<file path="config.mk">
export PLATFORM = sky130hd
export DESIGN_NAME = ram_burst_reader
export DESIGN_NICKNAME = d
export VERILOG_FILES = /design/src/rtl/ram_burst_reader.sv
export SDC_FILE = /design/constraint.sdc
export NUM_CORES = 1
export LEC_CHECK = 0
export CAP_MARGIN = 20
export CORE_MARGIN = 8
export CORE_UTILIZATION = 52
export CTS_CLUSTER_SIZE = 20
export DETAILED_ROUTE_END_ITERATION = 10
export PLACE_DENSITY = 0.84
export SYNTH_ARGS = -nofsm -noshare
export SYNTH_HDL_FRONTEND = slang
export SYNTH_SLANG_ARGS = --single-unit
</file>
<file path="constraint.sdc">
create_clock -name clk -period 3.6 [get_ports clk]
set_clock_uncertainty 0.1 [all_clocks]
set_input_delay 0.36 -clock clk [delete_from_list [all_inputs] [get_ports clk]]
set_output_delay 0.36 -clock clk [all_outputs]
set_load 0.005 [all_outputs]
</file>
<file path="src/rtl/ram_burst_reader.sv">
// ram_burst_reader: streams a burst of words from a synchronous-read RAM port
// (one cycle read latency) out through a 2-entry FIFO with valid/ready
// handshaking.
// Optional feature: define RD_CHECKSUM_EN to add the 'chk' output, a running
// XOR of every beat accepted in the current burst.
module ram_burst_reader #(
  parameter int ADDR_W = 4,
  parameter int DATA_W = 8,
  parameter int LEN_W  = ADDR_W + 1
) (
  input  logic              clk,
  input  logic              rst_n,
  input  logic              start,
  input  logic [ADDR_W-1:0] base_addr,
  input  logic [LEN_W-1:0]  len,
  output logic              busy,
  output logic              done,
  output logic              re_b,
  output logic [ADDR_W-1:0] addr_b,
  input  logic [DATA_W-1:0] data_b,
  output logic              m_valid,
  output logic [DATA_W-1:0] m_data,
  output logic              m_last,
  input  logic              m_ready
`ifdef RD_CHECKSUM_EN
  ,
  output logic [DATA_W-1:0] chk
`endif
);

  typedef enum logic [1:0] {
    IDLE  = 2'd0,
    READ  = 2'd1,
    DRAIN = 2'd2
  } state_t;

  state_t            state_q;
  state_t            state_d;

  logic [LEN_W-1:0]  len_q;
  logic [LEN_W-1:0]  rd_cnt_q;
  logic [ADDR_W-1:0] rd_addr_q;
  logic [ADDR_W-1:0] addr_hold_q;
  logic              inflight_q;

  logic [DATA_W-1:0] fifo_mem_q [2];
  logic              wr_ptr_q;
  logic              rd_ptr_q;
  logic [1:0]        fifo_cnt_q;

  logic [LEN_W-1:0]  beat_cnt_q;
  logic              done_q;

  logic              start_acc;
  logic              pop;
  logic [2:0]        occ_after_pop;
  logic              last_read;
  logic              last_beat;

  // A start request only counts while idle; anything seen while busy is dropped.
  assign start_acc = (state_q == IDLE) && start;

  // State register for the burst sequencer.
  always_ff @(posedge clk) begin
    if (!rst_n) begin
      state_q <= IDLE;
    end else begin
      state_q <= state_d;
    end
  end

  // Next-state logic: issue reads in READ, wait for the tail beats in DRAIN.
  always_comb begin
    state_d = state_q;
    case (state_q)
      IDLE: begin
        if (start && (len != LEN_W'(0))) begin
          state_d = READ;
        end
      end
      READ: begin
        if (last_read) begin
          state_d = DRAIN;
        end
      end
      DRAIN: begin
        if (last_beat) begin
          state_d = IDLE;
        end
      end
      default: state_d = IDLE;
    endcase
  end

  // Output logic: stream side from the FIFO head; a read is issued only when
  // FIFO entries (after this cycle's pop) plus the read in flight leave room.
  always_comb begin
    busy          = (state_q != IDLE);
    m_valid       = (fifo_cnt_q != 2'd0);
    m_data        = fifo_mem_q[rd_ptr_q];
    m_last        = m_valid && ((beat_cnt_q + LEN_W'(1)) == len_q);
    pop           = m_valid && m_ready;
    occ_after_pop = {1'b0, fifo_cnt_q} - {2'b00, pop} + {2'b00, inflight_q};
    re_b          = (state_q == READ) && (occ_after_pop < 3'd2);
    addr_b        = re_b ? rd_addr_q : addr_hold_q;
    last_read     = re_b && ((rd_cnt_q + LEN_W'(1)) == len_q);
    last_beat     = pop && m_last;
  end

  // Read-side bookkeeping: burst parameters, issue counter, next address and
  // the one-deep in-flight flag that marks data_b as valid next cycle.
  always_ff @(posedge clk) begin
    if (!rst_n) begin
      len_q       <= '0;
      rd_cnt_q    <= '0;
      rd_addr_q   <= '0;
      addr_hold_q <= '0;
      inflight_q  <= 1'b0;
    end else begin
      inflight_q <= re_b;
      if (start_acc) begin
        len_q     <= len;
        rd_cnt_q  <= '0;
        rd_addr_q <= base_addr;
      end else if (re_b) begin
        rd_cnt_q    <= rd_cnt_q + LEN_W'(1);
        rd_addr_q   <= rd_addr_q + ADDR_W'(1);
        addr_hold_q <= rd_addr_q;
      end
    end
  end

  // Two-entry output FIFO, written with the RAM data one cycle after each read.
  always_ff @(posedge clk) begin
    if (!rst_n) begin
      fifo_mem_q[0] <= '0;
      fifo_mem_q[1] <= '0;
      wr_ptr_q      <= 1'b0;
      rd_ptr_q      <= 1'b0;
      fifo_cnt_q    <= 2'd0;
    end else begin
      if (inflight_q) begin
        fifo_mem_q[wr_ptr_q] <= data_b;
        wr_ptr_q             <= ~wr_ptr_q;
      end
      if (pop) begin
        rd_ptr_q <= ~rd_ptr_q;
      end
      fifo_cnt_q <= fifo_cnt_q + {1'b0, inflight_q} - {1'b0, pop};
    end
  end

  // Count accepted beats so the final one can be flagged with m_last.
  always_ff @(posedge clk) begin
    if (!rst_n) begin
      beat_cnt_q <= '0;
    end else if (start_acc) begin
      beat_cnt_q <= '0;
    end else if (pop) begin
      beat_cnt_q <= beat_cnt_q + LEN_W'(1);
    end
  end

  // Completion pulse: after the last beat leaves, or right after a zero-length start.
  always_ff @(posedge clk) begin
    if (!rst_n) begin
      done_q <= 1'b0;
    end else begin
      done_q <= last_beat || (start_acc && (len == LEN_W'(0)));
    end
  end

  assign done = done_q;

`ifdef RD_CHECKSUM_EN
  logic [DATA_W-1:0] chk_q;

  // Running XOR of accepted beats, restarted by each accepted start.
  always_ff @(posedge clk) begin
    if (!rst_n) begin
      chk_q <= '0;
    end else if (start_acc) begin
      chk_q <= '0;
    end else if (pop) begin
      chk_q <= chk_q ^ m_data;
    end
  end

  assign chk = chk_q;
`endif

endmodule

</file>
### Yosys cells after proc, flatten, opt, wreduce, memory -nomap -nowiden

Memory sizes are Yosys's and may differ from the RTL's. A register that Yosys moved wholly into a read port is not among the register bits.
Index checks and enable logic that the tools add are counted.
W data, S select, Z words.

| storage, ports and cells | value |
|---|---|
| ROM bits | 0 |
| RAM bits | 16 |
| latch bits | 0 |
| logic and storage cells | 64 |
| register bits | 31 |
| bits of input ports | 21 |
| memories | 1 |

| cells by class | value |
|---|---|
| div/mod/pow operators | 0 |
| multiply operators | 0 |
| equal/unequal tests | 7 |
| reduce and logical (&&, ||, !) cells | 18 |
| bitwise operators | 3 |
| $add $sub $neg | 7 |
| shifts and indexed selects | 0 |
| order comparisons | 1 |
| muxes and demuxes | 16 |

Memories:

| memory | depth | bits a word | rd ports | clocked after Yosys merged registers in | write ports | line | source |
|---|---|---|---|---|---|---|---|
| fifo_mem_q | 2 | 8 | 1 | 1 | 2 | 46 | `logic [DATA_W-1:0] fifo_mem_q [2];` |

Operators by type and width:

| kind | number |
|---|---|
| $mux W4 | 3 |
| $add A5 B1 Y5 const B | 2 |
| $eq A5 B5 Y1 | 2 |
| $logic_and A1 B1 Y1 | 8 |
| $mux W1 | 8 |
| $mux W8 | 1 |
| $reduce_or A8 Y1 | 1 |
| $mux W2 | 3 |
| $pmux W2 S3 | 1 |
| $reduce_bool A2 Y1 | 3 |
| $logic_not A5 Y1 | 1 |
| $reduce_bool A5 Y1 | 1 |
| $add A4 B1 Y4 const B | 1 |
| $ne A2 B2 Y1 const B | 2 |
| $add A3 B1 Y3 | 1 |
| $lt A3 B2 Y1 const B | 1 |
| $not A1 Y1 | 3 |
| $reduce_and A3 Y1 | 1 |
| $sub A2 B1 Y3 | 1 |
| $add A2 B1 Y2 | 1 |
| $eq A2 B1 Y1 const B | 1 |
| $eq A2 B2 Y1 const B | 1 |
| $logic_not A2 Y1 | 1 |
| $ne A2 B1 Y1 const B | 1 |
| other kinds (3) | 3 |

### Longest topological paths before layout

Gate-level depths: netlist of the first run.

| logic depth | value |
|---|---|
| word-level depth | 9 |
| depth in mapped cells | 14 |

### Worst setup path before layout of the first run

No wires, ideal clock.

| timing path | value |
|---|---|
| path type | register -> output |
| start | register fifo_cnt_q[1] |
| end | output port addr_b[0] |
| data required time | 3.140 ns |
| data arrival time | 2.306 ns |
| setup slack | 0.834 ns |
| path buffers | 1 |
| stages on the path, launching flop included | 14 |
| path through | dfxtp_1 or2_2 nand2_1 inv_2 ha_1 inv_1 ha_1 fa_1 nor2_1 nand3_2 inv_2 buf_6 nand2_1 nand2_1 |

| on the way | value |
|---|---|
| longest elaborated chain between the ends | 7 |

Ends and longest elaborated chain:

| element | line | source |
|---|---|---|
| start: declaration | 49 | `logic [1:0] fifo_cnt_q;` |
| start signal: assignment | 149 | `fifo_cnt_q <= fifo_cnt_q + {1'b0, inflight_q} - {1'b0, pop};` |
| $reduce_bool A2 Y1 | 99 | `m_valid = (fifo_cnt_q != 2'd0);` |
| net m_valid | 21 | `output logic m_valid,` |
| $logic_and A1 B1 Y1 | 102 | `pop = m_valid && m_ready;` |
| net pop | 55 | `logic pop;` |
| $sub A2 B1 Y3 | 103 | `occ_after_pop = {1'b0, fifo_cnt_q} - {2'b00, pop} + {2'b00, inflight_q};` |
| $add A3 B1 Y3 | 103 |  |
| net occ_after_pop[1] | 56 | `logic [2:0] occ_after_pop;` |
| $lt A3 B2 Y1 | 104 | `re_b = (state_q == READ) && (occ_after_pop < 3'd2);` |
| $logic_and A1 B1 Y1 | 104 |  |
| net re_b | 18 | `output logic re_b,` |
| $mux W4 | -- |  |
| end: declaration | 19 | `output logic [ADDR_W-1:0] addr_b,` |

The timed path passes the listed nets, and every way through them passes these cells.

### Worst setup path in the final report of the first run

| timing path | value |
|---|---|
| start | register fifo_cnt_q[1] |
| end | output port addr_b[3] |

| on the way | value |
|---|---|
| longest elaborated chain between the ends | 7 |

Ends and longest elaborated chain:

| element | line |
|---|---|
| $reduce_bool A2 Y1 | 99 |
| $logic_and A1 B1 Y1 | 102 |
| net pop | 55 |
| $sub A2 B1 Y3 | 103 |
| $add A3 B1 Y3 | 103 |
| $lt A3 B2 Y1 | 104 |
| $logic_and A1 B1 Y1 | 104 |
| $mux W4 | -- |

The timed path passes the listed nets, and every way through them passes these cells.

==> results of run 1 <==
[kinds of logic (layout without fill, tap and decap cells)]
logic type,Yosys count,in the layout,synth area share
and+or+nand+nor,96,96,0.2176
DFF,48,48,0.4948
AOI/OAI and AO/OA,23,23,0.06405
xor gates and xnor gates,22,22,0.08504
buffers and inverters,18,60,0.04031
muxes,13,13,0.06185
adders and majority gates,6,6,0.03644
[worst min path at each step]
stage / from / to / slack, ns / cells past startpoint
floorplan: beat_cnt_q[1]$_SDFFE_PP0P_ / beat_cnt_q[1]$_SDFFE_PP0P_ / 0.35 / 2
global placement: rd_cnt_q[1]$_SDFFE_PP0P_ / rd_cnt_q[1]$_SDFFE_PP0P_ / 0.37 / 2
detailed placement: rd_cnt_q[1]$_SDFFE_PP0P_ / rd_cnt_q[1]$_SDFFE_PP0P_ / 0.37 / 2
CTS: rd_cnt_q[1]$_SDFFE_PP0P_ / rd_cnt_q[1]$_SDFFE_PP0P_ / 0.38 / 2
global route: rd_cnt_q[1]$_SDFFE_PP0P_ / rd_cnt_q[1]$_SDFFE_PP0P_ / 0.42 / 2
finish: rd_cnt_q[1]$_SDFFE_PP0P_ / rd_cnt_q[1]$_SDFFE_PP0P_ / 0.38 / 2
[worst max-delay path: cells and delay by family, from the launching register on]
kind / cells / cell delay [ns]
flip-flops: 1 / 0.35
buffers and inverters: 4 / 0.71
XOR/XNOR: 1 / 0.21
adder cells (fa/ha/maj): 3 / 0.83
AND/OR/NAND/NOR: 5 / 0.65
[layout by cell type (no fill, tap or decap), drive strengths merged, types with 3 or more instances in the layout]
cell / count
a211oi: 4
a21oi: 7
and2: 22
buf: 5
clkbuf: 5
clkdlybuf4s50: 35
dfxtp: 32
edfxtp: 16
ha: 5
inv: 10
mux2: 8
mux2i: 5
nand2: 26
nand3: 4
nand4: 3
nor2: 23
nor3: 3
o21ai: 6
or3: 4
xnor2: 13
xor2: 9
[timing repair]
| action | CTS | global route |
|---|---|---|
| buffers inserted | 0 | 1 |
| hold buffers | 0 | 0 |
| gates resized for setup | 1 | 6 |
| setup endpoints to repair | 3 | 5 |
| pin swaps | 0 | 1 |
[per-layer routing]
layer | vias up | share of wire
met3 | 5 | 0.050
li1 | 842 | -
met5 | - | 0
met4 | 0 | 0.013
met2 | 28 | 0.50
met1 | 756 | 0.44
[state kept, by name, summed over array words and instances (netlist names), 2 cells and up, named ones only]
register and count:
addr_hold_q 4, beat_cnt_q 5, fifo_cnt_q 2, fifo_mem_q 16, len_q 5, rd_addr_q 4, rd_cnt_q 5, state_q 2
[per-stage QoR]
stage,setup TNS [ns],hold WS (ns)
final,0,0.3802
after detailed placement,0,0.3707
after global routing,-0.1209,0.4167
after CTS,0,0.3829
after floorplan,0,0.3536
after global placement,0,0.3691
[power groups by stage]
stage	Sequential [mW]	Clock, mW	Combinational, mW
global route	0.733	0.407	0.537
finish	0.718	0.382	0.485
floorplan	0.699	0	0.305
detailed placement	0.730	0	0.470
global placement	0.727	0	0.458
CTS	0.719	0.392	0.473
[layout make-up]
cell class	count	share of cell area
Inverter	10	0.01335
Clock buffer	5	0.02447
Sequential cell	48	0.3990
Tap cell	52	0.02313
Multi-Input combinational cell	160	0.3790
Timing Repair Buffer	42	0.1459
Clock inverter	3	0.01512
==> impl_results.html, run 1 <==
<table>
<tr><th>Metric</th><th>Value</th></tr>
<tr><th colspan="2">Layout</th></tr>
<tr><td>Final instance area</td><td>2813 µm²</td></tr>
<tr><td>Area of the multi-input gates</td><td>1066 µm²</td></tr>
<tr><td>Fillcell total</td><td>337</td></tr>
<tr><td>End-of-flow core utilization</td><td>0.6596</td></tr>
<tr><td>Area delta synth-&gt;final</td><td>24.13%</td></tr>
<tr><td>Area taken by flip-flops and latches</td><td>1122 µm²</td></tr>
<tr><td>Final net count</td><td>294</td></tr>
<tr><td>Number of non-filler instances in the completed layout</td><td>320</td></tr>
<tr><td>Count of antenna diodes in the layout</td><td>0</td></tr>
<tr><td>Share of final-layout standard cells stronger than drive strength 1</td><td>0.1119</td></tr>
<tr><th colspan="2">Worst setup path</th></tr>
<tr><td>Maximum cell stage delay along the critical path</td><td>0.50 ns</td></tr>
<tr><td>Critical path required time</td><td>3.14 ns</td></tr>
<tr><td>CP Capture Type</td><td>primary output</td></tr>
<tr><td>Slowest stage cell on the critical path</td><td>sky130_fd_sc_hd__clkdlybuf4s50_1</td></tr>
<tr><td>Critical path data arrival time</td><td>3.04 ns</td></tr>
<tr><td>Category of the critical setup timing path</td><td>register to primary output</td></tr>
<tr><td>Reg2reg path depth</td><td>14</td></tr>
<tr><td>Critical-path cell list</td><td>or2_4 &gt; nand2_4 &gt; inv_2 &gt; ha_1 &gt; inv_1 &gt; ha_1 &gt; fa_1 &gt; xor2_1 &gt; nand3_2 &gt; inv_2 &gt; nand2_1 &gt; nand2_1 &gt; clkdlybuf4s50_1</td></tr>
<tr><td>Reg-to-reg critical path endpoint</td><td>rd_addr_q[3]$_SDFFE_PN0P_</td></tr>
<tr><td>Worst Setup SP</td><td>fifo_cnt_q[1]$_SDFF_PN0_</td></tr>
<tr><td>Startpoint kind of the worst setup timing path</td><td>register</td></tr>
<tr><td>Worst R2R Setup Slack</td><td>around 0.65 ns</td></tr>
<tr><td>Critical path peak fanout</td><td>6</td></tr>
<tr><td>CP Capture Point</td><td>addr_b[3]</td></tr>
<tr><td>Startpoint of the lowest-slack register-to-register path</td><td>fifo_cnt_q[1]$_SDFF_PN0_</td></tr>
<tr><th colspan="2">Power and ir drop</th></tr>
<tr><td>Proportion of power drawn by flip-flops and latches</td><td>0.453</td></tr>
<tr><td>Leakage Power</td><td>approximately 1.1 nW</td></tr>
<tr><td>Maximum vdd drop</td><td>between 200 and 300 µV</td></tr>
<tr><td>Power density of the placed cells</td><td>~560 nW/µm²</td></tr>
<tr><td>Comb power frac</td><td>0.306</td></tr>
<tr><td>Switching power share of the total</td><td>0.2868</td></tr>
<tr><td>Net load switching power</td><td>~450 µW</td></tr>
<tr><td>Cell internal pwr</td><td>1.130 mW</td></tr>
<tr><td>Total Power Consumption</td><td>about 1.6 mW</td></tr>
<tr><td>Fraction of power consumed by the clock network</td><td>0.241</td></tr>
<tr><th colspan="2">Route</th></tr>
<tr><td>Vias after detailed routing</td><td>1631</td></tr>
<tr><td>Number of iterations in the first detailed-routing pass</td><td>4</td></tr>
<tr><td>Routed len/inst</td><td>around 14 µm</td></tr>
<tr><td>Final Routed Wirelength</td><td>between 4000 and 5000 µm</td></tr>
<tr><td>Post-route DRC violation count</td><td>0</td></tr>
<tr><td>Initial DRC Count</td><td>87</td></tr>
<tr><td>Detailed-route vias per instance</td><td>around 5.1</td></tr>
<tr><td>DRT antenna net count</td><td>0</td></tr>
<tr><th colspan="2">Clock network</th></tr>
<tr><td>CTS Sinks</td><td>48</td></tr>
<tr><td>Root Buffer</td><td>sky130_fd_sc_hd__clkbuf_8</td></tr>
<tr><td>Clock latency reported for the late side of the worst-skew pair</td><td>0.30 ns</td></tr>
<tr><td>Clock tree from TritonCTS</td><td>built</td></tr>
<tr><td>Clock Path Buffers</td><td>2</td></tr>
<tr><td>H-tree level count</td><td>2</td></tr>
<tr><td>Clock-pin slew on the worst setup and hold paths</td><td>0.09 ns</td></tr>
<tr><td>Number of clock buffers inserted by TritonCTS</td><td>5</td></tr>
<tr><th colspan="2">Synthesis</th></tr>
<tr><td>Top-count cell post-synth</td><td>sky130_fd_sc_hd__dfxtp_1</td></tr>
<tr><td>Largest area contributor in the netlist</td><td>sky130_fd_sc_hd__dfxtp_1</td></tr>
<tr><td>Synth Register Bits</td><td>48</td></tr>
<tr><td>Syn_area_per_cell</td><td>10.03 µm²</td></tr>
<tr><td>Instance count of the mapped netlist</td><td>226</td></tr>
<tr><td>Biggest area contributors in the synthesized netlist</td><td>sky130_fd_sc_hd__dfxtp_1 (28%), sky130_fd_sc_hd__edfxtp_1 (21%), sky130_fd_sc_hd__and2_1 (6.1%)</td></tr>
<tr><td>Sequential share of the synthesized area</td><td>0.4948</td></tr>
<tr><td>Post-Syn Nets</td><td>253</td></tr>
<tr><td>Cell area after technology mapping</td><td>around 2300 µm²</td></tr>
<tr><td>Fraction of synthesized cell area taken by the top area cell type</td><td>0.2827</td></tr>
<tr><td>Number of warnings issued by yosys</td><td>0</td></tr>
<tr><td>Cell types with the highest counts after synthesis</td><td>sky130_fd_sc_hd__dfxtp_1 (32), sky130_fd_sc_hd__nand2_1 (26), sky130_fd_sc_hd__nor2_1 (23)</td></tr>
<tr><td>Post-synth top flop</td><td>sky130_fd_sc_hd__dfxtp_1</td></tr>
<tr><td>Ys async rst share</td><td>0</td></tr>
<tr><td>Library cells used by synthesis</td><td>39</td></tr>
<tr><td>Post-synth EDFFs</td><td>16</td></tr>
<tr><th colspan="2">Floorplanning</th></tr>
<tr><td>Chip Width</td><td>just over 80 µm</td></tr>
<tr><td>Rows</td><td>24</td></tr>
<tr><td>Number of primary I/O pins</td><td>38</td></tr>
<tr><td>Initial Util</td><td>0.5314</td></tr>
<tr><td>Die area</td><td>just under 7000 µm²</td></tr>
<tr><td>Placeable core region</td><td>4264 µm²</td></tr>
<tr><td>Chip Height</td><td>82.01 µm</td></tr>
<tr><th colspan="2">GRT</th></tr>
<tr><td>Largest net degree at the start of global routing</td><td>16</td></tr>
<tr><td>Initial antenna violation count</td><td>0</td></tr>
<tr><td>Met1 track demand over resource in global routing</td><td>0.1629</td></tr>
<tr><td>Via count of the first global-routing pass</td><td>1678</td></tr>
<tr><td>GR Util met3</td><td>0.03720</td></tr>
<tr><td>Global-route layer with the greatest usage</td><td>met2</td></tr>
<tr><td>Wire length of the first global-routing pass</td><td>7465 µm</td></tr>
<tr><td>Total congestion overflow</td><td>0</td></tr>
<tr><td>Met2 capacity usage during global routing</td><td>0.2463</td></tr>
<tr><td>All-layer global routing usage</td><td>0.1406</td></tr>
<tr><th colspan="2">Flow run</th></tr>
<tr><td>Reported max-cap violation count</td><td>0</td></tr>
<tr><th colspan="2">Placement</th></tr>
<tr><td>Post-detailed-placement half-perimeter wirelength</td><td>3324 µm</td></tr>
<tr><td>Weighted congestion at the end of routability-driven global placement</td><td>0.8386</td></tr>
<tr><td>Standard cell area after detailed placement</td><td>2670 µm²</td></tr>
<tr><td>Setup slack after placement</td><td>around 0.22 ns</td></tr>
<tr><td>Cells after DPL</td><td>310</td></tr>
<tr><td>PortBufs</td><td>37</td></tr>
<tr><th colspan="2">STA</th></tr>
<tr><td>Unrepaired setup endpoints after global routing</td><td>true</td></tr>
<tr><td>Worst slew margin relative to its limit</td><td>0.5624</td></tr>
<tr><td>Setup-violating endpoint count in the final report</td><td>0</td></tr>
<tr><td>Final hold violations</td><td>0</td></tr>
<tr><td>Actual slew at the worst max-slew pin</td><td>0.6514 ns</td></tr>
<tr><td>Post-route minimum period</td><td>~3.5 ns</td></tr>
<tr><td>Number of slew-limit violations in the final report</td><td>0</td></tr>
<tr><td>Share of the clock period used by the worst path after layout</td><td>0.9725</td></tr>
<tr><td>Final worst slack</td><td>0.09889 ns</td></tr>
<tr><td>Highest Clock Rate</td><td>approximately 290 MHz</td></tr>
<tr><th colspan="2">Outcome</th></tr>
<tr><td>Run status</td><td>completed</td></tr>
<tr><th colspan="2">Hold path</th></tr>
<tr><td>Type of the worst min-delay path</td><td>register to register</td></tr>
</table>
Note: power is estimated with default switching activity, not from simulation.
==> run 2, diff against run 1 <==
--- a/config.mk
+++ b/config.mk
@@ -6,11 +6,12 @@
 export NUM_CORES = 1
 export LEC_CHECK = 0
 export CAP_MARGIN = 20
+export CORE_ASPECT_RATIO = 0.8
 export CORE_MARGIN = 8
-export CORE_UTILIZATION = 52
+export CORE_UTILIZATION = 40
 export CTS_CLUSTER_SIZE = 20
 export DETAILED_ROUTE_END_ITERATION = 10
-export PLACE_DENSITY = 0.84
+export PLACE_DENSITY = 0.69
 export SYNTH_ARGS = -nofsm -noshare
 export SYNTH_HDL_FRONTEND = slang
 export SYNTH_SLANG_ARGS = --single-unit
==> run 2 against run 1 <==
Effect of this change: total power increased by 0.71%; cell area is 2.3% higher; highest routed layer unchanged; clock-buffer cell count grew 1; fmax up 11%; sequential cell count did not move; utilization shrank 13 points; largest cell class unchanged; register-to-register slack gained 0.06 ns; largest power group unchanged; die area rose by 24%.
==> impl_results.html, run 2 (synthesis results as in run 1) <==
<table>
<tr><th>Metric</th><th>Value</th></tr>
<tr><th colspan="2">Worst setup path</th></tr>
<tr><td>Worst R2R Setup Slack</td><td>0.71 ns (was 0.65 ns)</td></tr>
<tr><td>CP Capture Point</td><td>addr_b[1] (was addr_b[3])</td></tr>
<tr><td>Reg2reg path depth</td><td>15 (was 14)</td></tr>
<tr><td>Startpoint of the lowest-slack register-to-register path</td><td>fifo_cnt_q[1]$_SDFF_PN0_ (unchanged)</td></tr>
<tr><td>Startpoint kind of the worst setup timing path</td><td>register (unchanged)</td></tr>
<tr><td>CP Capture Type</td><td>primary output (unchanged)</td></tr>
<tr><td>Reg-to-reg critical path endpoint</td><td>state_q[0]$_SDFFE_PN0P_ (was rd_addr_q[3]$_SDFFE_PN0P_)</td></tr>
<tr><td>Critical path required time</td><td>3.14 ns (about the same)</td></tr>
<tr><td>Critical path peak fanout</td><td>6 (unchanged)</td></tr>
<tr><td>Category of the critical setup timing path</td><td>register to primary output (unchanged)</td></tr>
<tr><td>Critical path data arrival time</td><td>2.70 ns (was 3.04 ns)</td></tr>
<tr><td>Worst Setup SP</td><td>fifo_cnt_q[1]$_SDFF_PN0_ (unchanged)</td></tr>
<tr><th colspan="2">Layout</th></tr>
<tr><td>Count of antenna diodes in the layout</td><td>0 (unchanged)</td></tr>
<tr><td>Final net count</td><td>297 (was 294)</td></tr>
<tr><td>Share of final-layout standard cells stronger than drive strength 1</td><td>0.1144 (was 0.1119)</td></tr>
<tr><td>Most used cells in the layout excluding fill and tap cells</td><td>sky130_fd_sc_hd__clkdlybuf4s50_1 (32), sky130_fd_sc_hd__dfxtp_1 (31), sky130_fd_sc_hd__nand2_1 (25) (was sky130_fd_sc_hd__clkdlybuf4s50_1 (35), sky130_fd_sc_hd__dfxtp_1 (31), sky130_fd_sc_hd__nand2_1 (25))</td></tr>
<tr><td>Top register by number of flip-flops</td><td>fifo_mem_q (unchanged)</td></tr>
<tr><td>Leading cell type in the layout, fill and taps excluded</td><td>sky130_fd_sc_hd__clkdlybuf4s50_1 (unchanged)</td></tr>
<tr><td>Area delta synth-&gt;final</td><td>27.00% (was 24.13%)</td></tr>
<tr><td>Max reg flops</td><td>16 (unchanged)</td></tr>
<tr><th colspan="2">STA</th></tr>
<tr><td>Actual slew at the worst max-slew pin</td><td>0.6860 ns (was 0.6514 ns)</td></tr>
<tr><td>Worst-case hold slack</td><td>0.3848 ns (was 0.3802 ns)</td></tr>
<tr><td>Setup TNS</td><td>0 ns (unchanged)</td></tr>
<tr><td>Unrepaired setup endpoints after global routing</td><td>false (was true)</td></tr>
<tr><td>Number of slew-limit violations in the final report</td><td>0 (unchanged)</td></tr>
<tr><td>Highest Clock Rate</td><td>316.1 MHz (was 285.6 MHz)</td></tr>
<tr><td>Share of the clock period used by the worst path after layout</td><td>0.8787 (was 0.9725)</td></tr>
<tr><td>Setup-violating endpoint count in the final report</td><td>0 (unchanged)</td></tr>
<tr><td>Worst slew margin relative to its limit</td><td>0.5392 (was 0.5624)</td></tr>
<tr><td>Post-route minimum period</td><td>3.163 ns (was 3.501 ns)</td></tr>
<tr><td>Final hold violations</td><td>0 (unchanged)</td></tr>
<tr><th colspan="2">Floorplanning</th></tr>
<tr><td>Die area</td><td>8345 µm² (was 6726 µm²)</td></tr>
<tr><td>Initial Util</td><td>0.4146 (was 0.5314)</td></tr>
<tr><td>Chip Width</td><td>100.2 µm (was 82.01 µm)</td></tr>
<tr><td>Rows</td><td>24 (unchanged)</td></tr>
<tr><td>Chip Height</td><td>83.32 µm (was 82.01 µm)</td></tr>
<tr><td>Placeable core region</td><td>5465 µm² (was 4264 µm²)</td></tr>
<tr><td>Number of primary I/O pins</td><td>38 (unchanged)</td></tr>
<tr><th colspan="2">GRT</th></tr>
<tr><td>Total congestion overflow</td><td>0 (unchanged)</td></tr>
<tr><td>Via count of the first global-routing pass</td><td>1669 (was 1678)</td></tr>
<tr><td>Largest net degree at the start of global routing</td><td>16 (unchanged)</td></tr>
<tr><td>Initial antenna violation count</td><td>0 (unchanged)</td></tr>
<tr><td>Wire length of the first global-routing pass</td><td>8066 µm (was 7465 µm)</td></tr>
<tr><td>All-layer global routing usage</td><td>0.1187 (was 0.1406)</td></tr>
<tr><th colspan="2">Placement</th></tr>
<tr><td>Post-detailed-placement half-perimeter wirelength</td><td>3466 µm (was 3324 µm)</td></tr>
<tr><td>PortBufs</td><td>37 (unchanged)</td></tr>
<tr><td>Weighted congestion at the end of routability-driven global placement</td><td>0.7826 (was 0.8386)</td></tr>
<tr><th colspan="2">Route</th></tr>
<tr><td>Final Routed Wirelength</td><td>4752 µm (was 4567 µm)</td></tr>
<tr><td>DRT antenna net count</td><td>0 (unchanged)</td></tr>
<tr><td>Detailed-route vias per instance</td><td>4.791 (was 5.097)</td></tr>
<tr><td>DR WL met2</td><td>2235 µm (was 2277 µm)</td></tr>
<tr><td>Routed len/inst</td><td>13.62 µm (was 14.27 µm)</td></tr>
<tr><td>Number of iterations in the first detailed-routing pass</td><td>7 (was 4)</td></tr>
<tr><td>Vias after detailed routing</td><td>1672 (was 1631)</td></tr>
<tr><td>Top Metal Used</td><td>met4 (unchanged)</td></tr>
<tr><td>Initial DRC Count</td><td>66 (was 87)</td></tr>
<tr><td>Wl on met1</td><td>2293 µm (was 2000 µm)</td></tr>
<tr><td>Met3 wire length</td><td>179 µm (was 229 µm)</td></tr>
<tr><td>Post-route DRC violation count</td><td>0 (unchanged)</td></tr>
<tr><th colspan="2">Clock network</th></tr>
<tr><td>CTS Sinks</td><td>48 (unchanged)</td></tr>
<tr><td>Clock tree from TritonCTS</td><td>built (unchanged)</td></tr>
<tr><td>CTS hold repair buffers</td><td>0 (unchanged)</td></tr>
<tr><td>Number of clock buffers inserted by TritonCTS</td><td>5 (unchanged)</td></tr>
<tr><td>H-tree level count</td><td>2 (unchanged)</td></tr>
<tr><td>Clock latency reported for the late side of the worst-skew pair</td><td>0.29 ns (was 0.30 ns)</td></tr>
<tr><td>Root Buffer</td><td>sky130_fd_sc_hd__clkbuf_8 (unchanged)</td></tr>
<tr><td>Clock Path Buffers</td><td>2 (unchanged)</td></tr>
<tr><td>Clock-pin slew on the worst setup and hold paths</td><td>0.08 ns (was 0.09 ns)</td></tr>
<tr><th colspan="2">Hold path</th></tr>
<tr><td>Type of the worst min-delay path</td><td>register to register (unchanged)</td></tr>
<tr><th colspan="2">Outcome</th></tr>
<tr><td>Run status</td><td>completed (unchanged)</td></tr>
<tr><th colspan="2">Power and ir drop</th></tr>
<tr><td>Maximum vdd drop</td><td>219.4 µV (was 281.1 µV)</td></tr>
<tr><td>Power density of the placed cells</td><td>554.5 nW/µm² (was 563.3 nW/µm²)</td></tr>
<tr><td>Leakage Power</td><td>1.205 nW (was 1.136 nW)</td></tr>
<tr><th colspan="2">Flow run</th></tr>
<tr><td>Reported max-cap violation count</td><td>0 (unchanged)</td></tr>
</table>
run 2: cell types whose count changed in the layout (fill, tap and decap cells not counted):
cell                              previous run  this run
sky130_fd_sc_hd__buf_4                       4         7
sky130_fd_sc_hd__clkdlybuf4s50_1            35        32
sky130_fd_sc_hd__dlymetal6s2s_1              2         5
sky130_fd_sc_hd__buf_2                       1         0
sky130_fd_sc_hd__buf_6                       0         1
sky130_fd_sc_hd__clkbuf_1                    0         1
sky130_fd_sc_hd__clkinvlp_4                  1         0
sky130_fd_sc_hd__inv_2                       2         1
sky130_fd_sc_hd__inv_4                       0         1
sky130_fd_sc_hd__nor2_1                     22        23
sky130_fd_sc_hd__nor2_2                      1         0
run 2: per-stage QoR:
stage,utilization,power (mW),area (µm²),setup slack (ns),std cells
after floorplan,-,1.004,2266,0.8344,226
after global placement,0.4973,1.202,2718,0.2259,338
after detailed placement,0.4973,1.209,2718,0.1883,338
after CTS,0.5199,1.606,2841,0.02501,347
after global routing,0.5266,1.705,2878,0.2409,349
final,0.5266,1.596,2878,0.4365,349
run 2: area by class of cell:
class	instances	area [µm²]
clock buffer	6	72.57
inverter	10	40.04
sequential	48	1122
multi-input combinational	160	1064
clock inverter	2	35.03
fill	535	2587
tap	78	97.59
timing repair buffer	45	446.7
run 2: timing repair:
item | in CTS | in global routing
resized for setup | 3 | 8
buffers inserted | 1 | 2
pin swaps | 0 | 1
endpoints found under the setup margin | 5 | 5
endpoints found under the hold margin | 0 | 0
run 2: worst min-delay path by stage:
stage                                      end                       start  slack [ns]  cells after the start
global placement      rd_cnt_q[1]$_SDFFE_PP0P_    rd_cnt_q[1]$_SDFFE_PP0P_        0.36                      2
finish              beat_cnt_q[1]$_SDFFE_PP0P_  beat_cnt_q[1]$_SDFFE_PP0P_        0.38                      2
global route        beat_cnt_q[1]$_SDFFE_PP0P_  beat_cnt_q[1]$_SDFFE_PP0P_        0.42                      2
CTS                   rd_cnt_q[1]$_SDFFE_PP0P_    rd_cnt_q[1]$_SDFFE_PP0P_        0.39                      2
floorplan           beat_cnt_q[1]$_SDFFE_PP0P_  beat_cnt_q[1]$_SDFFE_PP0P_        0.35                      2
detailed placement  beat_cnt_q[1]$_SDFFE_PP0P_  beat_cnt_q[1]$_SDFFE_PP0P_        0.38                      2
run 2: where the power goes:
group / switching [mW] / leakage (nW) / internal [mW] / total (mW)
Sequential: 0.0720 / 0.427 / 0.646 / 0.718
Clock: 0.169 / 0.0552 / 0.206 / 0.376
Combinational: 0.213 / 0.722 / 0.289 / 0.502
Total: 0.454 / 1.20 / 1.14 / 1.60
run 2: critical path, cell delays in order (launching register included):
cell,delay (ns)
sky130_fd_sc_hd__dfxtp_2,0.34
sky130_fd_sc_hd__or2_4,0.27
sky130_fd_sc_hd__nand2_4,0.09
sky130_fd_sc_hd__inv_2,0.04
sky130_fd_sc_hd__ha_1,0.27
sky130_fd_sc_hd__inv_1,0.04
sky130_fd_sc_hd__ha_1,0.18
sky130_fd_sc_hd__fa_1,0.44
sky130_fd_sc_hd__nor2_1,0.14
sky130_fd_sc_hd__nand3_2,0.13
sky130_fd_sc_hd__inv_4,0.11
sky130_fd_sc_hd__buf_4,0.11
sky130_fd_sc_hd__nand2_1,0.04
sky130_fd_sc_hd__nand2_1,0.07
sky130_fd_sc_hd__dlymetal6s2s_1,0.13
run 2: layer usage:
| metal | vias to the layer above | global-route usage |
|---|---|---|
| met4 | 0 | 0.03014 |
| met1 | 777 | 0.1513 |
| met5 | - | 0 |
| met3 | 5 | 0.03583 |
| li1 | 860 | - |
| met2 | 30 | 0.1892 |
==> run 3, diff against run 2 <==
--- a/config.mk
+++ b/config.mk
@@ -6,7 +6,6 @@
 export NUM_CORES = 1
 export LEC_CHECK = 0
 export CAP_MARGIN = 20
-export CORE_ASPECT_RATIO = 0.8
 export CORE_MARGIN = 8
 export CORE_UTILIZATION = 40
 export CTS_CLUSTER_SIZE = 20
==> constraint.sdc (replaced) <==
create_clock -name clk -period 3.2 [get_ports clk]
set_clock_uncertainty 0.1 [all_clocks]
set_input_delay 0.32 -clock clk [delete_from_list [all_inputs] [get_ports clk]]
set_output_delay 0.32 -clock clk [all_outputs]
set_load 0.005 [all_outputs]
==> run 3 against run 2 <==
Effect of this change: total power is 8.6% higher; sequential cell count stayed put; via count is 0.18% higher; critical path depth is 1 lower; setup slack worse by 0.34 ns; largest power group unchanged; critical endpoint unchanged; highest routed layer unchanged; clock power is 8.8% lower; combinational power is 16% higher; cell area is 0.74% lower; first-iteration DRC count is 33% lower.
==> impl_results.html, run 3 (synthesis results as in run 1) <==
<table>
<tr><th>Metric</th><th>Value</th></tr>
<tr><th colspan="2">Outcome</th></tr>
<tr><td>Run status</td><td>completed (unchanged)</td></tr>
<tr><th colspan="2">STA</th></tr>
<tr><td>Actual slew at the worst max-slew pin</td><td>0.7156 ns (was 0.6860 ns)</td></tr>
<tr><td>Highest Clock Rate</td><td>322.4 MHz</td></tr>
<tr><td>Post-route minimum period</td><td>just over 3 ns</td></tr>
<tr><td>Number of slew-limit violations in the final report</td><td>0 (unchanged)</td></tr>
<tr><td>Final worst slack</td><td>0.09801 ns (was 0.4365 ns)</td></tr>
<tr><td>Worst slew margin relative to its limit</td><td>0.5193 (was 0.5392)</td></tr>
<tr><td>Worst-case hold slack</td><td>0.3791 ns (was 0.3848 ns)</td></tr>
<tr><td>Final hold violations</td><td>0 (unchanged)</td></tr>
<tr><td>Setup-violating endpoint count in the final report</td><td>0 (unchanged)</td></tr>
<tr><td>Share of the clock period used by the worst path after layout</td><td>0.9694</td></tr>
<tr><td>Unrepaired setup endpoints after global routing</td><td>true (was false)</td></tr>
<tr><th colspan="2">Layout</th></tr>
<tr><td>Count of antenna diodes in the layout</td><td>0 (unchanged)</td></tr>
<tr><td>Share of final-layout standard cells stronger than drive strength 1</td><td>0.1377 (was 0.1144)</td></tr>
<tr><td>Leading cell type in the layout, fill and taps excluded</td><td>sky130_fd_sc_hd__clkdlybuf4s50_1 (unchanged)</td></tr>
<tr><td>Final instance area</td><td>2856 µm² (was 2878 µm²)</td></tr>
<tr><td>Area delta synth-&gt;final</td><td>26.06% (was 27.00%)</td></tr>
<tr><td>Top register by number of flip-flops</td><td>fifo_mem_q (unchanged)</td></tr>
<tr><td>Max reg flops</td><td>16 (unchanged)</td></tr>
<tr><td>Area taken by flip-flops and latches</td><td>1122 µm² (unchanged)</td></tr>
<tr><td>Final net count</td><td>302 (was 297)</td></tr>
<tr><td>Fillcell total</td><td>501 (was 535)</td></tr>
<tr><td>Area of the multi-input gates</td><td>1064 µm² (unchanged)</td></tr>
<tr><td>Most used cells in the layout excluding fill and tap cells</td><td>sky130_fd_sc_hd__clkdlybuf4s50_1 (32), sky130_fd_sc_hd__dfxtp_1 (31), sky130_fd_sc_hd__nand2_1 (25) (unchanged)</td></tr>
<tr><td>End-of-flow core utilization</td><td>0.5187 (was 0.5266)</td></tr>
<tr><th colspan="2">GRT</th></tr>
<tr><td>Total congestion overflow</td><td>0 (unchanged)</td></tr>
<tr><td>Via count of the first global-routing pass</td><td>1733 (was 1669)</td></tr>
<tr><td>Initial antenna violation count</td><td>0 (unchanged)</td></tr>
<tr><td>All-layer global routing usage</td><td>0.1154 (was 0.1187)</td></tr>
<tr><td>Wire length of the first global-routing pass</td><td>7935 µm (was 8066 µm)</td></tr>
<tr><td>Largest net degree at the start of global routing</td><td>16 (unchanged)</td></tr>
<tr><th colspan="2">Placement</th></tr>
<tr><td>Weighted congestion at the end of routability-driven global placement</td><td>0.7780 (was 0.7826)</td></tr>
<tr><td>Setup slack after placement</td><td>-0.01725 ns (was 0.1883 ns)</td></tr>
<tr><td>PortBufs</td><td>37 (unchanged)</td></tr>
<tr><td>Standard cell area after detailed placement</td><td>2738 µm² (was 2718 µm²)</td></tr>
<tr><td>Post-detailed-placement half-perimeter wirelength</td><td>3384 µm (was 3466 µm)</td></tr>
<tr><th colspan="2">Floorplanning</th></tr>
<tr><td>Chip Width</td><td>91.27 µm (was 100.2 µm)</td></tr>
<tr><td>Number of primary I/O pins</td><td>38 (unchanged)</td></tr>
<tr><td>Rows</td><td>27 (was 24)</td></tr>
<tr><td>Chip Height</td><td>91.27 µm (was 83.32 µm)</td></tr>
<tr><td>Die area</td><td>8329 µm² (was 8345 µm²)</td></tr>
<tr><td>Placeable core region</td><td>5507 µm² (was 5465 µm²)</td></tr>
<tr><td>Initial Util</td><td>0.4115 (was 0.4146)</td></tr>
<tr><th colspan="2">Worst setup path</th></tr>
<tr><td>Critical path peak fanout</td><td>5 (was 6)</td></tr>
<tr><td>Critical-path cell list</td><td>or2_4 &gt; nand2_2 &gt; inv_2 &gt; ha_1 &gt; inv_1 &gt; ha_1 &gt; fa_2 &gt; nor2_2 &gt; nand3_2 &gt; buf_6 &gt; nand2_1 &gt; nand2_1 &gt; dlygate4sd2_1 (was or2_4 &gt; nand2_4 &gt; inv_2 &gt; ha_1 &gt; inv_1 &gt; ha_1 &gt; fa_1 &gt; nor2_1 &gt; nand3_2 &gt; inv_4 &gt; buf_4 &gt; nand2_1 &gt; nand2_1 &gt; dlymetal6s2s_1)</td></tr>
<tr><td>Slowest stage cell on the critical path</td><td>sky130_fd_sc_hd__fa_2 (was sky130_fd_sc_hd__fa_1)</td></tr>
<tr><td>CP Capture Type</td><td>primary output (unchanged)</td></tr>
<tr><td>Worst Setup SP</td><td>fifo_cnt_q[1]$_SDFF_PN0_ (unchanged)</td></tr>
<tr><td>Startpoint of the lowest-slack register-to-register path</td><td>fifo_cnt_q[1]$_SDFF_PN0_ (unchanged)</td></tr>
<tr><td>Critical path data arrival time</td><td>2.68 ns (was 2.70 ns)</td></tr>
<tr><td>Critical path required time</td><td>2.78 ns (was 3.14 ns)</td></tr>
<tr><td>Maximum cell stage delay along the critical path</td><td>0.45 ns (was 0.44 ns)</td></tr>
<tr><td>Category of the critical setup timing path</td><td>register to primary output (unchanged)</td></tr>
<tr><td>Startpoint kind of the worst setup timing path</td><td>register (unchanged)</td></tr>
<tr><th colspan="2">Route</th></tr>
<tr><td>DRT antenna net count</td><td>0 (unchanged)</td></tr>
<tr><td>Initial DRC Count</td><td>44 (was 66)</td></tr>
<tr><td>Routed len/inst</td><td>13.46 µm (was 13.62 µm)</td></tr>
<tr><td>Vias after detailed routing</td><td>1675 (was 1672)</td></tr>
<tr><td>Number of iterations in the first detailed-routing pass</td><td>5 (was 7)</td></tr>
<tr><td>Detailed-route vias per instance</td><td>4.813 (was 4.791)</td></tr>
<tr><td>Post-route DRC violation count</td><td>0 (unchanged)</td></tr>
<tr><td>Final Routed Wirelength</td><td>4684 µm (was 4752 µm)</td></tr>
<tr><th colspan="2">Power and ir drop</th></tr>
<tr><td>Leakage Power</td><td>1.139 nW (was 1.205 nW)</td></tr>
<tr><td>Maximum vdd drop</td><td>309.4 µV (was 219.4 µV)</td></tr>
<tr><td>Power density of the placed cells</td><td>606.7 nW/µm² (was 554.5 nW/µm²)</td></tr>
<tr><td>Total Power Consumption</td><td>1.733 mW (was 1.596 mW)</td></tr>
<tr><th colspan="2">Clock network</th></tr>
<tr><td>Clock tree from TritonCTS</td><td>built (unchanged)</td></tr>
<tr><td>Number of clock buffers inserted by TritonCTS</td><td>5 (unchanged)</td></tr>
<tr><td>Clock-pin slew on the worst setup and hold paths</td><td>0.08 ns (about the same)</td></tr>
<tr><td>Root Buffer</td><td>sky130_fd_sc_hd__clkbuf_8 (unchanged)</td></tr>
<tr><td>Clock latency reported for the late side of the worst-skew pair</td><td>0.30 ns (was 0.29 ns)</td></tr>
<tr><td>CTS Sinks</td><td>48 (unchanged)</td></tr>
<tr><td>CTS hold repair buffers</td><td>0 (unchanged)</td></tr>
<tr><td>H-tree level count</td><td>2 (unchanged)</td></tr>
<tr><td>Clock Path Buffers</td><td>2 (unchanged)</td></tr>
<tr><th colspan="2">Flow run</th></tr>
<tr><td>Reported max-cap violation count</td><td>0 (unchanged)</td></tr>
<tr><th colspan="2">Hold path</th></tr>
<tr><td>Type of the worst min-delay path</td><td>register to register (unchanged)</td></tr>
<tr><td>Startpoint of the most critical hold path</td><td>beat_cnt_q[1]$_SDFFE_PP0P_ (unchanged)</td></tr>
</table>
run 3: layout make-up:
type / count / area share
timing repair buffer: 50 / 0.1608
inverter: 10 / 0.01402
sequential: 48 / 0.3929
multi-input combinational: 160 / 0.3723
clock inverter: 1 / 0.001752
tap: 72 / 0.03154
clock buffer: 7 / 0.02672
run 3: timing repair:
item,in CTS,in global routing
setup endpoints to repair,5,4
setup buffers,2,2
pin swaps,2,2
gates resized for setup,10,4
run 3: metrics by stage:
stage / setup TNS, ns / cells
floorplan: 0 / 226
global placement: 0 / 335
detailed placement: -0.04946 / 336
CTS: 0 / 346
global route: -0.1573 / 348
finish: 0 / 348
run 3: critical path: cells and delay by family, from the launching register on:
family	cells	cell delay, ns
buffers and inverters	4	0.51
adder cells (fa/ha/maj)	3	0.85
flip-flops	1	0.33
AND/OR/NAND/NOR	6	0.69
run 3: path summary, 6_finish.rpt:
check	slack [ns]	cells past startpoint	end
setup / recovery	0.1	13	addr_b[1]
hold / removal	0.38	2	beat_cnt_q[1]$_SDFFE_PP0P_
setup reg to reg	0.34	15	rd_addr_q[3]$_SDFFE_PN0P_
hold reg to reg	0.38	2	beat_cnt_q[1]$_SDFFE_PP0P_
run 3: where the power goes:
| part | switching, mW | internal [mW] |
|---|---|---|
| logic | 0.245 | 0.339 |
| clock network | 0.189 | 0.154 |
| registers | 0.0790 | 0.727 |
run 3: layer usage:
metal	part of all wire	global-route usage
met4	0.0077	0.04502
met3	0.045	0.02963
met5	0	0
met1	0.47	0.1372
met2	0.47	0.1947
